==> src/rtl/uart_arb_pkg.sv <==
// Shared definitions for the UART transmit FIFO arbiter.
package uart_arb_pkg;

    localparam int unsigned DEF_NUM_REQ       = 2;
    localparam int unsigned DEF_WORD_BITS     = 8;
    localparam int unsigned DEF_MAX_MSG_BYTES = 64;

    typedef enum logic [0:0] {
        ST_IDLE   = 1'b0,
        ST_ACTIVE = 1'b1
    } arb_state_e;

endpackage

==> src/rtl/rr_arbiter.sv <==
// Combinational round-robin select: first request above the last owner, with wrap.
module rr_arbiter
    import uart_arb_pkg::*;
#(
    parameter int unsigned NUM_REQ = DEF_NUM_REQ,
    localparam int unsigned IDX_BITS = $clog2(NUM_REQ)
) (
    input  logic [NUM_REQ-1:0]  req,
    input  logic [IDX_BITS-1:0] last_owner,
    output logic [NUM_REQ-1:0]  winner,
    output logic                any_req
);

    logic                found;
    logic [IDX_BITS-1:0] pos;

    // Walk the request vector starting one past the last owner; first hit wins.
    always_comb begin
        winner = '0;
        found  = 1'b0;
        pos    = '0;
        for (int unsigned i = 1; i <= NUM_REQ; i++) begin
            pos = IDX_BITS'((32'(last_owner) + i) % NUM_REQ);
            if (!found && req[pos]) begin
                winner[pos] = 1'b1;
                found       = 1'b1;
            end
        end
    end

    assign any_req = |req;

endmodule

==> src/rtl/uart_tx_arbiter.sv <==
// Message-granular round-robin arbiter sharing the UART TX FIFO write port.
module uart_tx_arbiter
    import uart_arb_pkg::*;
#(
    parameter int unsigned NUM_REQ       = DEF_NUM_REQ,
    parameter int unsigned WORD_BITS     = DEF_WORD_BITS,
    parameter int unsigned MAX_MSG_BYTES = DEF_MAX_MSG_BYTES,
    parameter int unsigned CNT_BITS      = $clog2(MAX_MSG_BYTES + 1)
) (
    input  logic                         clk_i,
    input  logic                         reset_ni,
    input  logic [NUM_REQ-1:0]           req_i,
    input  logic [NUM_REQ-1:0]           valid_i,
    input  logic [NUM_REQ-1:0]           last_i,
    input  logic [NUM_REQ*WORD_BITS-1:0] data_i,
    output logic [NUM_REQ-1:0]           ready_o,
    output logic [NUM_REQ-1:0]           grant_o,
    input  logic                         fifo_full_i,
    output logic                         fifo_wr_o,
    output logic [WORD_BITS-1:0]         fifo_data_o,
    output logic                         busy_o,
    output logic                         abort_o
);

    localparam int unsigned         IDX_BITS  = $clog2(NUM_REQ);
    localparam logic [IDX_BITS-1:0] LAST_IDX  = IDX_BITS'(NUM_REQ - 1);
    localparam logic [CNT_BITS-1:0] CNT_LIMIT = CNT_BITS'(MAX_MSG_BYTES - 1);

    arb_state_e           state_q, state_d;
    logic [NUM_REQ-1:0]   grant_q, grant_d;
    logic [IDX_BITS-1:0]  owner_q, owner_d;   // current owner in ACTIVE, last owner in IDLE
    logic [CNT_BITS-1:0]  cnt_q, cnt_d;
    logic                 abort_q, abort_d;

    logic [NUM_REQ-1:0]   win_oh;
    logic                 any_req;
    logic [IDX_BITS-1:0]  win_idx;
    logic                 accept;

    rr_arbiter #(
        .NUM_REQ (NUM_REQ)
    ) u_rr (
        .req        (req_i),
        .last_owner (owner_q),
        .winner     (win_oh),
        .any_req    (any_req)
    );

    // One-hot winner to index for the owner pointer.
    always_comb begin
        win_idx = '0;
        for (int unsigned i = 0; i < NUM_REQ; i++) begin
            if (win_oh[i]) begin
                win_idx = IDX_BITS'(i);
            end
        end
    end

    // State register with the registered grant, pointer, beat count and abort pulse.
    always_ff @(posedge clk_i or negedge reset_ni) begin
        if (!reset_ni) begin
            state_q <= ST_IDLE;
            grant_q <= '0;
            owner_q <= LAST_IDX;
            cnt_q   <= '0;
            abort_q <= 1'b0;
        end else begin
            state_q <= state_d;
            grant_q <= grant_d;
            owner_q <= owner_d;
            cnt_q   <= cnt_d;
            abort_q <= abort_d;
        end
    end

    // Next-state: grant on any request in IDLE, release on last or on beat limit.
    always_comb begin
        state_d = state_q;
        grant_d = grant_q;
        owner_d = owner_q;
        cnt_d   = cnt_q;
        abort_d = 1'b0;
        case (state_q)
            ST_IDLE: begin
                if (any_req) begin
                    state_d = ST_ACTIVE;
                    grant_d = win_oh;
                    owner_d = win_idx;
                    cnt_d   = '0;
                end
            end
            ST_ACTIVE: begin
                if (accept) begin
                    if (last_i[owner_q]) begin
                        state_d = ST_IDLE;
                        grant_d = '0;
                        cnt_d   = '0;
                    end else if (cnt_q == CNT_LIMIT) begin
                        state_d = ST_IDLE;
                        grant_d = '0;
                        cnt_d   = '0;
                        abort_d = 1'b1;
                    end else begin
                        cnt_d = cnt_q + CNT_BITS'(1);
                    end
                end
            end
            default: begin
                state_d = ST_IDLE;
                grant_d = '0;
            end
        endcase
    end

    // Outputs: owner's ready and FIFO write follow full and valid with zero latency.
    always_comb begin
        ready_o     = '0;
        accept      = 1'b0;
        fifo_data_o = '0;
        for (int unsigned i = 0; i < NUM_REQ; i++) begin
            if (owner_q == IDX_BITS'(i)) begin
                fifo_data_o = data_i[i*WORD_BITS +: WORD_BITS];
            end
        end
        if (state_q == ST_ACTIVE) begin
            ready_o[owner_q] = ~fifo_full_i;
            accept           = valid_i[owner_q] & ~fifo_full_i;
        end
        fifo_wr_o = accept;
    end

    assign grant_o = grant_q;
    assign busy_o  = (state_q == ST_ACTIVE);
    assign abort_o = abort_q;

endmodule
==> config.mk <==
export PLATFORM = sky130hd
export DESIGN_NAME = uart_tx_arbiter
export DESIGN_NICKNAME = d
export VERILOG_FILES = /design/src/rtl/uart_arb_pkg.sv /design/src/rtl/rr_arbiter.sv /design/src/rtl/uart_tx_arbiter.sv
export SDC_FILE = /design/constraint.sdc
export NUM_CORES = 1
export LEC_CHECK = 0
export BUFFER_PORTS_ARGS = -buffer_cell sky130_fd_sc_hd__buf_2
export CORE_MARGIN = 2
export CORE_UTILIZATION = 30
export CTS_CLUSTER_DIAMETER = 100
export DETAILED_ROUTE_END_ITERATION = 6
export GPL_TIMING_DRIVEN = 0
export PLACE_DENSITY_LB_ADDON = 0.1
export SETUP_SLACK_MARGIN = 0.4
export SLEW_MARGIN = 20
export SYNTH_ARGS = -nofsm -noshare
export SYNTH_HDL_FRONTEND = slang
export SYNTH_SLANG_ARGS = --single-unit
==> constraint.sdc <==
create_clock -name clk_i -period 2.15 [get_ports clk_i]
set_input_delay 0.43 -clock clk_i [delete_from_list [all_inputs] [get_ports clk_i]]
set_output_delay 0.43 -clock clk_i [all_outputs]
set_load 0.005 [all_outputs]
* Word-level counts from Yosys, hierarchy flattened
Cells that the tools add are included.
Operators by class: bitwise logic cells 5, $lt $le $gt $ge 6, mux-type cells 40, reduce and logical (&&, ||, !) cells 9, equal/unequal tests 4, $add $sub $neg 3
Operator list (number):
- 2-to-1 mux 7 bit | 4
- 2-to-1 mux 1 bit | 22
- 2-to-1 mux 2 bit | 7
- one-hot mux 7 bit (2 select lines) | 1
- 2-to-1 mux 8 bit | 1
- adder 7 x 1 -> 7 bit (second input constant) | 1
- == test 7 x 6 -> 1 bit (second input constant) | 1
- < comparator 1 x 2 -> 1 bit (second input constant) | 3
- logical AND 1 bit | 4
- inequality test 2 bit (second input constant) | 2
- one-hot mux 2 bit (2 select lines) | 1
- AND reduction 2 bit | 2
- demux 1 bit (select 1 bit) | 3
- greater-or-equal comparator 1 bit (second input constant) | 3
- inequality test 3 x 1 -> 1 bit (second input constant) | 1
- AND reduction 3 bit | 1
- adder 1 bit (second input constant) | 2
- AND 2 bit | 1
- NOT 1 bit | 2
- bitwise OR 2 bit | 1
- one-hot mux 1 bit (2 select lines) | 1
- OR reduction 2 bit | 1
- AND 1 bit | 1
- logical NOT 1 bit | 1
Word-level totals: output and inout port bits 15, register bits after elaboration 12, bits of input ports 25, word-level logic and storage cells 72

* Depth between registers and ports, before layout
Gate-level depths: netlist of run 1.
depth in word-level cells 10, mapped depth 6

* By module
From an unflattened synthesis of run 1, not the netlist that was laid out.
Second synthesis, totals: cell total of the unflattened synthesis 77, area total of the unflattened synthesis 740.7 um^2
By module, submodules not included:
- uart_tx_arbiter | sequential area each 301.5 um^2, area each 715.7 um^2, cells an instance 73, instances 1
- rr_arbiter | sequential area each 0.0 um^2, area each 25.0 um^2, cells an instance 4, instances 1

* Worst setup path before layout of run 1
OpenSTA, ideal clock, no wires.
kind reg2out, start point register owner_q, end point output fifo_data_o[2], cell stages (with the launch flop) 4, arrival 1.296 ns, data required time 1.720 ns, path buffers 2, setup slack 0.424 ns, cells stage by stage dfstp_2 -> buf_4 -> clkbuf_1 -> mux2_2
Between the ends: word-level cells in the longest chain between the ends 1
Ends and longest elaborated chain:
- start: declaration | RTL line uart_tx_arbiter.sv:31 | logic [IDX_BITS-1:0] owner_q, owner_d;
- start signal: assignment | RTL line uart_tx_arbiter.sv:70 | owner_q <= owner_d;
- 2-to-1 mux 8 bit | RTL line uart_tx_arbiter.sv:121 | if (owner_q == IDX_BITS'(i)) begin
- end: declaration | RTL line uart_tx_arbiter.sv:20 | output logic [WORD_BITS-1:0] fifo_data_o,
Every way passes these cells.

* Worst setup path in the final report of run 1
start point register owner_q, end point output fifo_data_o[6]
Same word-level chain as after synthesis.

==> run metrics, run 1 <==
status=finished clean; Setup TNS=0 ns; fraction of layout cells with a size suffix above 1=0.5891; worst-margin pin slew=0.2854 ns; max cap viols=0; Final Util=0.5473; global-route wire length before repair=3201 um; Synth Area per Inst=between 9 and 10 um^2; fin area=roughly 1200 um^2; Worst Path Max Fanout=7; clk_lat worst skew=roughly 0.27 ns; total power=about 1.3 mW; ANT nets after route=0; Pwr Density=1029 nW/um^2; worst vdd ir=0.6223 mV; die height=~53 um; Row Count=17; Worst Path Required=1.72 ns; Hold Slack=0.02158 ns; Leakage=0.5820 nW; worst min path class=primary input to asynchronous set/reset pin; P_int=832.0 uW; gpl congestion=approximately 0.72; DR vias/cell=slightly below 5; Cell Area, Synth=710.7 um^2; Starting Density=0.3182; core area=2233 um^2; crit-path max cell delay=0.53 ns; worst path cell trace=buf_6 -> clkbuf_16 -> mux2_4 -> buf_6; clk buf depth=2; setup ws final=0.2360 ns; fin crit share=0.8902; fmax=522.5 MHz; dpl cell area=940.9 um^2; n_diodes=0; Syn-to-layout area delta=72.01%; Worst Path Class, Setup=register to primary output; worst clock skew=between 0.007 and 0.008 ns; CTS Root Cell=clkbuf_4; Inst Count DP=144; RSZ-0062 raised after global routing=true; CP startpoint kind=register; DR pass1 iterations=4; largest net degree at the start of global routing=13; #FFs+latches synth=12; IO buf count=39; switching share of power=0.3385; Period minus WS final=1.914 ns; switching power=about 430 uW; Routed Wire Length=roughly 2100 um; Synth Net Count=103; CTS tree=done; Die W=52.67 um; drt first-iter violations=5; TritonCTS Buffers=3; Post-route DRC=0; Clk pwr share=0.121; Post-DP HPWL=~1400 um; YS warnings=0; H-tree levels=1; Slowest cell on crit path=dfstp_2; Yosys cell types=28; Comb pwr share=0.621; vias in the first global route=753; Rel. slew slack=0.8097; via count=774; Clock Sinks=12; GRT overflow=0; die area=2774 um^2; final setup vio count=0; initial antenna violation count=0; CP Capture Type=primary output; global router's overall resource usage=0.1565; FILL cells=209; Final Non-Filler Cells=157; Max Slew Vio Count=0; I/O Pins=40; most frequent CP cell=buf_6; Flop pwr share=0.259; Hold Fails Final Rpt=0; Seq/Total Area, Yosys=0.4243; DP Worst Slack=between 0.15 and 0.2 ns; Worst-path clk slew=0.09 ns; Syn Inst Count=just under 80; arrival time at the worst endpoint=1.48 ns; Routed WL per cell=13.30 um; Total Nets Final=approximately 160
[kinds of logic (layout without fill, tap and decap cells)]
family / count (synthesis) / after routing / synth area share
and+or+nand+nor: 24 / 24 / 0.1778
AOI/OAI and AO/OA: 21 / 21 / 0.1708
adders and majority gates: 1 / 1 / 0.01760
muxes: 10 / 10 / 0.1549
DFF: 12 / 12 / 0.4243
buffers and inverters: 9 / 61 / 0.05457
[cell usage in the layout (no fill, tap or decap), types with 2 or more instances in the layout]
cell type,n
buf_2,32
buf_6,12
dfrtp_1,11
o21ai_0,9
mux2_4,7
inv_1,5
nand2_1,5
buf_4,5
a21oi_2,4
nand3_1,3
or3_4,3
clkbuf_4,3
nand2b_1,2
nor2_2,2
nor2_1,2
[flip-flops by register name (all words and copies together) (netlist names)]
name	flops
cnt_q	7
busy_o	1
owner_q	1
grant_o	2
abort_o	1
[per-layer routing]
metal	track usage	share of wire	vias up
li1	-	-	381
met1	0.1849	0.42	364
met2	0.2750	0.52	27
met3	0.02857	0.054	2
met4	0.06410	0.0057	0
met5	0	0	-
[worst max-delay path: cells and delay by family (launching register included)]
family | cells | cell delay (ns)
flip-flops | 1 | 0.53
buffers and inverters | 3 | 0.39
multiplexers | 1 | 0.30
[power by group through the flow]
stage / clock [mW] / combinational [mW] / sequential, mW
2_1_floorplan: 0 / 0.268 / 0.322
5_1_grt: 0.173 / 0.840 / 0.334
6_report: 0.152 / 0.781 / 0.325
3_3_place_gp: 0 / 0.413 / 0.326
4_1_cts: 0.157 / 0.677 / 0.325
3_5_place_dp: 0 / 0.421 / 0.327
[cell usage after synthesis]
cell | instances | area share
o22a_1 | 1 | 0.012
nand2b_1 | 2 | 0.018
a21oi_1 | 5 | 0.035
dfstp_2 | 1 | 0.037
o31ai_1 | 1 | 0.011
o32ai_1 | 1 | 0.012
o22ai_1 | 1 | 0.0088
or4_1 | 1 | 0.011
and2_1 | 1 | 0.0088
nor3_1 | 1 | 0.0070
nand2_1 | 5 | 0.026
buf_2 | 1 | 0.0070
or3_1 | 4 | 0.035
inv_1 | 6 | 0.032
nor4b_1 | 1 | 0.012
nand4_1 | 1 | 0.0088
nand3_1 | 3 | 0.021
dfrtp_1 | 11 | 0.39
nor2b_1 | 1 | 0.0088
ha_1 | 1 | 0.018
a21boi_0 | 1 | 0.011
a21o_1 | 1 | 0.011
clkbuf_1 | 1 | 0.0053
mux2i_1 | 2 | 0.028
buf_4 | 1 | 0.011
mux2_2 | 8 | 0.13
nor2_1 | 4 | 0.021
o21ai_0 | 10 | 0.070
[timing repair]
item / 4_1_cts / 5_1_grt
hold buffers: 0 / 0
buffers inserted: 7 / 1
resized for setup: 20 / 21
cloned: 0 / 1
pin swaps: 5 / 7
endpoints found under the setup margin: 17 / 17
[cell type report]
type / instances / area (um^2) / share of cell area
buffer: 3 / 47.55 / 0.03889
clock buffer: 4 / 26.28 / 0.02149
inverter: 6 / 22.52 / 0.01842
multi-input combinational: 56 / 459.2 / 0.3756
sequential: 12 / 301.5 / 0.2467
tap: 28 / 35.03 / 0.02866
timing repair buffer: 48 / 330.3 / 0.2702
[worst paths after layout]
path / from / end / slack (ns) / cells after the start
worst max-delay path: owner_q / fifo_data_o[6] / 0.24 / 4
worst min-delay path: reset_ni / cnt_q[2] / 0.02 / 1
worst max register to register: owner_q / cnt_q[5] / 0.39 / 6
worst min register to register: grant_o[1] / grant_o[1] / 0.53 / 2
max in group asynchronous: reset_ni / owner_q / 1.84 / 1
min in group clk_i: fifo_full_i / abort_o / 0.32 / 2
No activity file was read; power rests on OpenSTA's default activity.
==> inputs of run 2 (changes only) <==
--- a/config.mk
+++ b/config.mk
@@ -10,7 +10,6 @@
 export CORE_UTILIZATION = 30
 export CTS_CLUSTER_DIAMETER = 100
 export DETAILED_ROUTE_END_ITERATION = 6
-export GPL_TIMING_DRIVEN = 0
 export PLACE_DENSITY_LB_ADDON = 0.1
 export SETUP_SLACK_MARGIN = 0.4
 export SLEW_MARGIN = 20
==> run 2 against run 1 <==
Net effect:
- routed wire length decreased by 6.8%
- sequential power increased by 3%
- utilization decreased by 9.0 points
- combinational power decreased by 37%
- first-iteration DRC count increased by 100%
- fmax increased by 1.4%
- critical endpoint unchanged
- die area unchanged
- highest routed layer unchanged
- critical path depth decreased by 1
- worst setup slack improved by 0.026 ns
- flip-flop and latch count unchanged
==> run metrics, run 2 (same netlist as run 1, synthesis figures left out) <==
Clock Sinks=12 (unchanged); ANT nets after route=0 (unchanged); status=finished clean (unchanged); Worst Reg-to-Reg Cells=4 (was 6); RSZ-0062 raised after global routing=true (unchanged); CTS tree=done (unchanged); Starting Density=0.3182 (unchanged); Routed WL per cell=12.89 um (was 13.30 um); clk_lat worst skew=0.27 ns (about the same); switching power=351.9 uW (was 425.8 uW); Worst Path Required=1.72 ns (about the same); H-tree levels=1 (unchanged); n_diodes=0 (unchanged); max reg flops=7 (unchanged); worst min path class=primary input to asynchronous set/reset pin (unchanged); Routed Wire Length=1946 um (was 2088 um); Post-DP HPWL=1430 um (was 1414 um); vias in the first global route=682 (was 753); fmax=529.5 MHz (was 522.5 MHz); worst path cell trace=buf_8 -> mux2_2 -> buf_2 (was buf_6 -> clkbuf_16 -> mux2_4 -> buf_6); switching share of power=0.3594 (was 0.3385); arrival time at the worst endpoint=1.46 ns (was 1.48 ns); CP startpoint kind=register (unchanged); Hold Fails Final Rpt=0 (unchanged); core area=2233 um^2 (unchanged); setup slack, reg-to-reg=0.46 ns (was 0.39 ns); Post-route DRC=0 (unchanged); Rel. slew slack=0.8099 (was 0.8097); gpl congestion=0.7630 (was 0.7223); worst vdd ir=0.4759 mV (was 0.6223 mV); Setup TNS=0 ns (unchanged); most frequent cells in the layout=buf_2, dfrtp_1, o21ai_0 (was buf_2, buf_6, dfrtp_1); Flop pwr share=0.343 (was 0.259); Max Slew Vio Count=0 (unchanged); drt first-iter violations=10 (was 5); Worst-path clk slew=0.08 ns (was 0.09 ns); TritonCTS Buffers=3 (unchanged); final setup vio count=0 (unchanged); end point of the critical path=fifo_data_o[6] (unchanged); GRT overflow=0 (unchanged); clk buf depth=2 (unchanged); crit-path max cell delay=0.57 ns (was 0.53 ns); CP Capture Type=primary output (unchanged); commonest non-fill, non-tap cell in the layout=buf_2 (unchanged); Period minus WS final=1.888 ns (was 1.914 ns); I/O Pins=40 (unchanged); Worst Path Max Fanout=11 (was 7); DR vias/cell=4.808 (was 4.930); worst clock skew=0.0008904 ns (was 0.007612 ns); Hold Slack=0.01928 ns (was 0.02158 ns); IO buf count=39 (unchanged); Syn-to-layout area delta=43.66% (was 72.01%); initial antenna violation count=0 (unchanged); global-route wire length before repair=2904 um (was 3201 um); largest net degree at the start of global routing=13 (unchanged); fin crit share=0.8784 (was 0.8902); FILL cells=233 (was 209); Biggest register=cnt_q (unchanged); via count=726 (was 774); die height=52.67 um (unchanged); DR pass1 iterations=4 (unchanged); P_int=627.2 uW (was 832.0 uW); Clk pwr share=0.154 (was 0.121); Row Count=17 (unchanged); max cap viols=0 (unchanged); fraction of layout cells with a size suffix above 1=0.5122 (was 0.5891); global router's overall resource usage=0.1467 (was 0.1565); Leakage=0.4906 nW (was 0.5820 nW); worst r2r src=owner_q (unchanged); Slowest cell on crit path=dfstp_2 (unchanged); total power=979.1 uW (was 1.258 mW); Pwr Density=958.9 nW/um^2 (was 1029 nW/um^2); Worst Path Class, Setup=register to primary output (unchanged); die area=2774 um^2 (unchanged); Comb pwr share=0.503 (was 0.621); Die W=52.67 um (unchanged); CTS Root Cell=clkbuf_4 (unchanged); Total Nets Final=150 (was 156); Reg-to-Reg End=cnt_q[5] (unchanged); worst-margin pin slew=0.2796 ns (was 0.2854 ns); Critical path origin=owner_q (unchanged)
-- run 2: cell types whose count changed in the layout (fill, tap and decap cells not counted), moves of 2 or more --
cell     previous run  this run
a21oi_2             4         1
a21oi_1             0         4
mux2_2              1         8
nor2_1              2         4
buf_6              12         0
or3_4               3         1
mux2_4              7         0
or3_1               1         3
nor2_2              2         0
buf_2              32        39
-- run 2: metal layers --
| metal | wire, um | track usage |
|---|---|---|
| met4 | 33 | 0.08974 |
| met3 | 107 | 0.02857 |
| met5 | 0 | 0 |
| met2 | 986 | 0.2438 |
| met1 | 819 | 0.1716 |
-- run 2: power by group through the flow --
stage / Combinational, mW / Clock [mW] / Sequential [mW]
after CTS: 0.473 / 0.155 / 0.335
after global routing: 0.544 / 0.170 / 0.345
after floorplan: 0.268 / 0 / 0.322
after global placement: 0.411 / 0 / 0.334
after detailed placement: 0.417 / 0 / 0.333
final: 0.493 / 0.151 / 0.336
-- run 2: critical path, delay by kind of cell, from the launching register on --
kind,cells,cell delay [ns]
buffers and inverters,2,0.28
DFF,1,0.57
muxes,1,0.34
-- run 2: area by class of cell --
type | instances | area, um^2 | area share
clock buffer | 4 | 26.28 | 0.02574
inverter | 6 | 22.52 | 0.02206
multi-input combinational | 56 | 386.6 | 0.3787
sequential | 12 | 302.8 | 0.2966
tap | 28 | 35.03 | 0.03431
timing repair buffer | 45 | 247.7 | 0.2426
-- run 2: per-stage QoR --
stage	utilization	area [um^2]	setup slack, ns	instances
finish	0.4571	1021	0.2615	151
global route	0.4571	1021	0.2176	151
CTS	0.4459	996.0	0.2544	149
detailed placement	0.4207	939.7	0.3580	143
global placement	0.4207	939.7	0.3988	143
floorplan	-	710.7	0.4235	77
-- run 2: worst min path at each step --
stage,start,end,depth (start not counted)
floorplan,reset_ni,abort_o,0
global placement,reset_ni,cnt_q[4],1
detailed placement,reset_ni,cnt_q[3],1
CTS,reset_ni,cnt_q[3],1
global route,reset_ni,cnt_q[3],1
finish,reset_ni,cnt_q[3],1
-- run 2: repair_timing --
item	4_1_cts	5_1_grt
cloned	0	0
setup buffers	2	2
resized for setup	5	4
hold buffers	0	0
setup endpoints to repair	15	16
pin swaps	0	1
==> inputs of run 3 (changes only) <==
--- a/config.mk
+++ b/config.mk
@@ -10,7 +10,9 @@
 export CORE_UTILIZATION = 30
 export CTS_CLUSTER_DIAMETER = 100
 export DETAILED_ROUTE_END_ITERATION = 6
+export MAX_ROUTING_LAYER = met4
 export PLACE_DENSITY_LB_ADDON = 0.1
+export RECOVER_POWER = 50
 export SETUP_SLACK_MARGIN = 0.4
 export SLEW_MARGIN = 20
 export SYNTH_ARGS = -nofsm -noshare
==> run 3 against run 2 <==
Net effect:
- clock-buffer cell count did not move
- power fell by 1.4%
- cell count did not move
- highest routed layer unchanged
- utilization fell by 0.28 points
- flip-flop and latch count did not move
- cell area fell by 0.61%
- non-clock buffer count did not move
- largest power group unchanged
==> run metrics, run 3 (same netlist as run 1, synthesis figures left out) <==
die area=2774 um^2 (unchanged); fin area=1015 um^2 (was 1021 um^2); max cap viols=0 (unchanged); Setup TNS=0 ns (unchanged); Post-DP HPWL=1430 um (unchanged); commonest non-fill, non-tap cell in the layout=buf_2 (unchanged); drt first-iter violations=10 (unchanged); IO buf count=39 (unchanged); initial antenna violation count=0 (unchanged); final setup vio count=0 (unchanged); gpl congestion=0.7731 (was 0.7630); setup slack, reg-to-reg=0.35 ns (was 0.46 ns); Rel. slew slack=0.5606 (was 0.8099); clk_lat worst skew=0.27 ns (about the same); CTS Root Cell=clkbuf_4 (unchanged); H-tree levels=1 (unchanged); fraction of layout cells with a size suffix above 1=0.4715 (was 0.5122); DR vias/cell=4.781 (was 4.808); Row Count=17 (unchanged); Worst-path clk slew=0.08 ns (about the same); Routed Wire Length=1945 um (was 1946 um); DR pass1 iterations=4 (unchanged); n_diodes=0 (unchanged); GRT overflow=0 (unchanged); Leakage=0.4808 nW (was 0.4906 nW); worst vdd ir=0.4553 mV (was 0.4759 mV); worst-margin pin slew=0.6592 ns (was 0.2796 ns); Final Non-Filler Cells=151 (unchanged); DP Worst Slack=0.3580 ns (unchanged); global-route wire length before repair=2904 um (unchanged); Period minus WS final=1.926 ns (was 1.888 ns); ANT nets after route=0 (unchanged); Pwr Density=951.0 nW/um^2 (was 958.9 nW/um^2); most frequent cells in the layout=buf_2, dfrtp_1, o21ai_0 (unchanged); fin crit share=0.8959 (was 0.8784); CTS tree=done (unchanged); TritonCTS Buffers=3 (unchanged); status=finished clean (unchanged); global router's overall resource usage=0.1505 (was 0.1467); Clk pwr share=0.155 (was 0.154); Starting Density=0.3182 (unchanged); dpl cell area=939.7 um^2 (unchanged); Syn-to-layout area delta=42.78% (was 43.66%); Max Slew Vio Count=0 (unchanged); worst clock skew=0.001011 ns (was 0.0008904 ns); Total Nets Final=150 (unchanged); Routed WL per cell=12.88 um (was 12.89 um); core area=2233 um^2 (unchanged); Biggest register=cnt_q (unchanged); arrival time at the worst endpoint=1.50 ns (was 1.46 ns); fmax=519.2 MHz (was 529.5 MHz); switching share of power=0.3620 (was 0.3594); largest net degree at the start of global routing=13 (unchanged); CP Capture Type=primary output (unchanged); via count=722 (was 726); Clock Sinks=12 (unchanged); Worst Path Required=1.72 ns (about the same); Inst Count DP=143 (unchanged); switching power=349.3 uW (was 351.9 uW); Worst Path Class, Setup=register to primary output (unchanged); worst min path class=primary input to asynchronous set/reset pin (unchanged); vias in the first global route=681 (was 682); max reg flops=7 (unchanged); Comb pwr share=0.502 (was 0.503); CP startpoint kind=register (unchanged); clk buf depth=2 (unchanged); Worst Path Max Fanout=11 (unchanged); P_int=615.6 uW (was 627.2 uW); cts hold-fix bufs=0 (unchanged); Flop pwr share=0.343 (about the same); Post-route DRC=0 (unchanged); die height=52.67 um (unchanged); Die W=52.67 um (unchanged); setup ws final=0.2239 ns (was 0.2615 ns); RSZ-0062 raised after global routing=true (unchanged); Hold Fails Final Rpt=0 (unchanged); I/O Pins=40 (unchanged)
==> run 3: cell count changes in the layout (fill, tap and decap cells not counted), sizes merged <==
cell	delta
buf	-2
clkbuf	+2
==> run 3: repair_timing <==
| action | 4_1_cts | 5_1_grt |
|---|---|---|
| endpoints found under the hold margin | 0 | 0 |
| resized for setup | 5 | 4 |
| setup endpoints to repair | 15 | 16 |
| pin swaps | 0 | 1 |
| buffers inserted | 2 | 2 |
==> run 3: power groups by stage <==
| stage | Clock, mW | Sequential [mW] | Combinational (mW) |
|---|---|---|---|
| 2_1_floorplan | 0 | 0.322 | 0.268 |
| 3_3_place_gp | 0 | 0.334 | 0.411 |
| 3_5_place_dp | 0 | 0.333 | 0.417 |
| 4_1_cts | 0.155 | 0.335 | 0.473 |
| 5_1_grt | 0.170 | 0.341 | 0.536 |
| 6_report | 0.150 | 0.331 | 0.484 |
==> run 3: stage by stage <==
stage	hold WS, ns	util	total power, mW
floorplan	0.1344	-	0.5906
global placement	0.3259	0.4207	0.7450
detailed placement	0.3271	0.4207	0.7501
CTS	0.02505	0.4459	0.9629
global route	0.2150	0.4543	1.046
finish	0.1543	0.4543	0.9650
==> run 3: critical path, stage by stage (launching register included) <==
cell and delay (ns):
dfstp_1 0.59, buf_8 0.16, mux2_2 0.34, buf_2 0.13
==> run 3: final timing paths <==
path / start / to / depth (start not counted)
min in group clk_i: fifo_full_i / abort_o / 2
setup / recovery: owner_q / fifo_data_o[6] / 3
hold reg to reg: grant_o[0] / grant_o[0] / 2
max in group asynchronous: reset_ni / abort_o / 1
hold / removal: reset_ni / cnt_q[2] / 1
setup reg to reg: owner_q / cnt_q[5] / 7
==> run 3: final cells by class <==
cell class | count | area (um^2)
sequential | 12 | 301.5
tap | 28 | 35.03
clock buffer | 4 | 26.28
fill | 235 | 1219
multi-input combinational | 56 | 384.1
timing repair buffer | 45 | 245.2
inverter | 6 | 22.52
==> run 3: per-layer routing <==
metal	wire (um)	up-vias	part of all wire	GRT usage
li1	-	370	-	-
met1	804	326	0.41	0.1716
met2	993	22	0.51	0.2438
met3	111	4	0.057	0.02857
met4	36	0	0.019	0.08974
met5	0	-	0	-
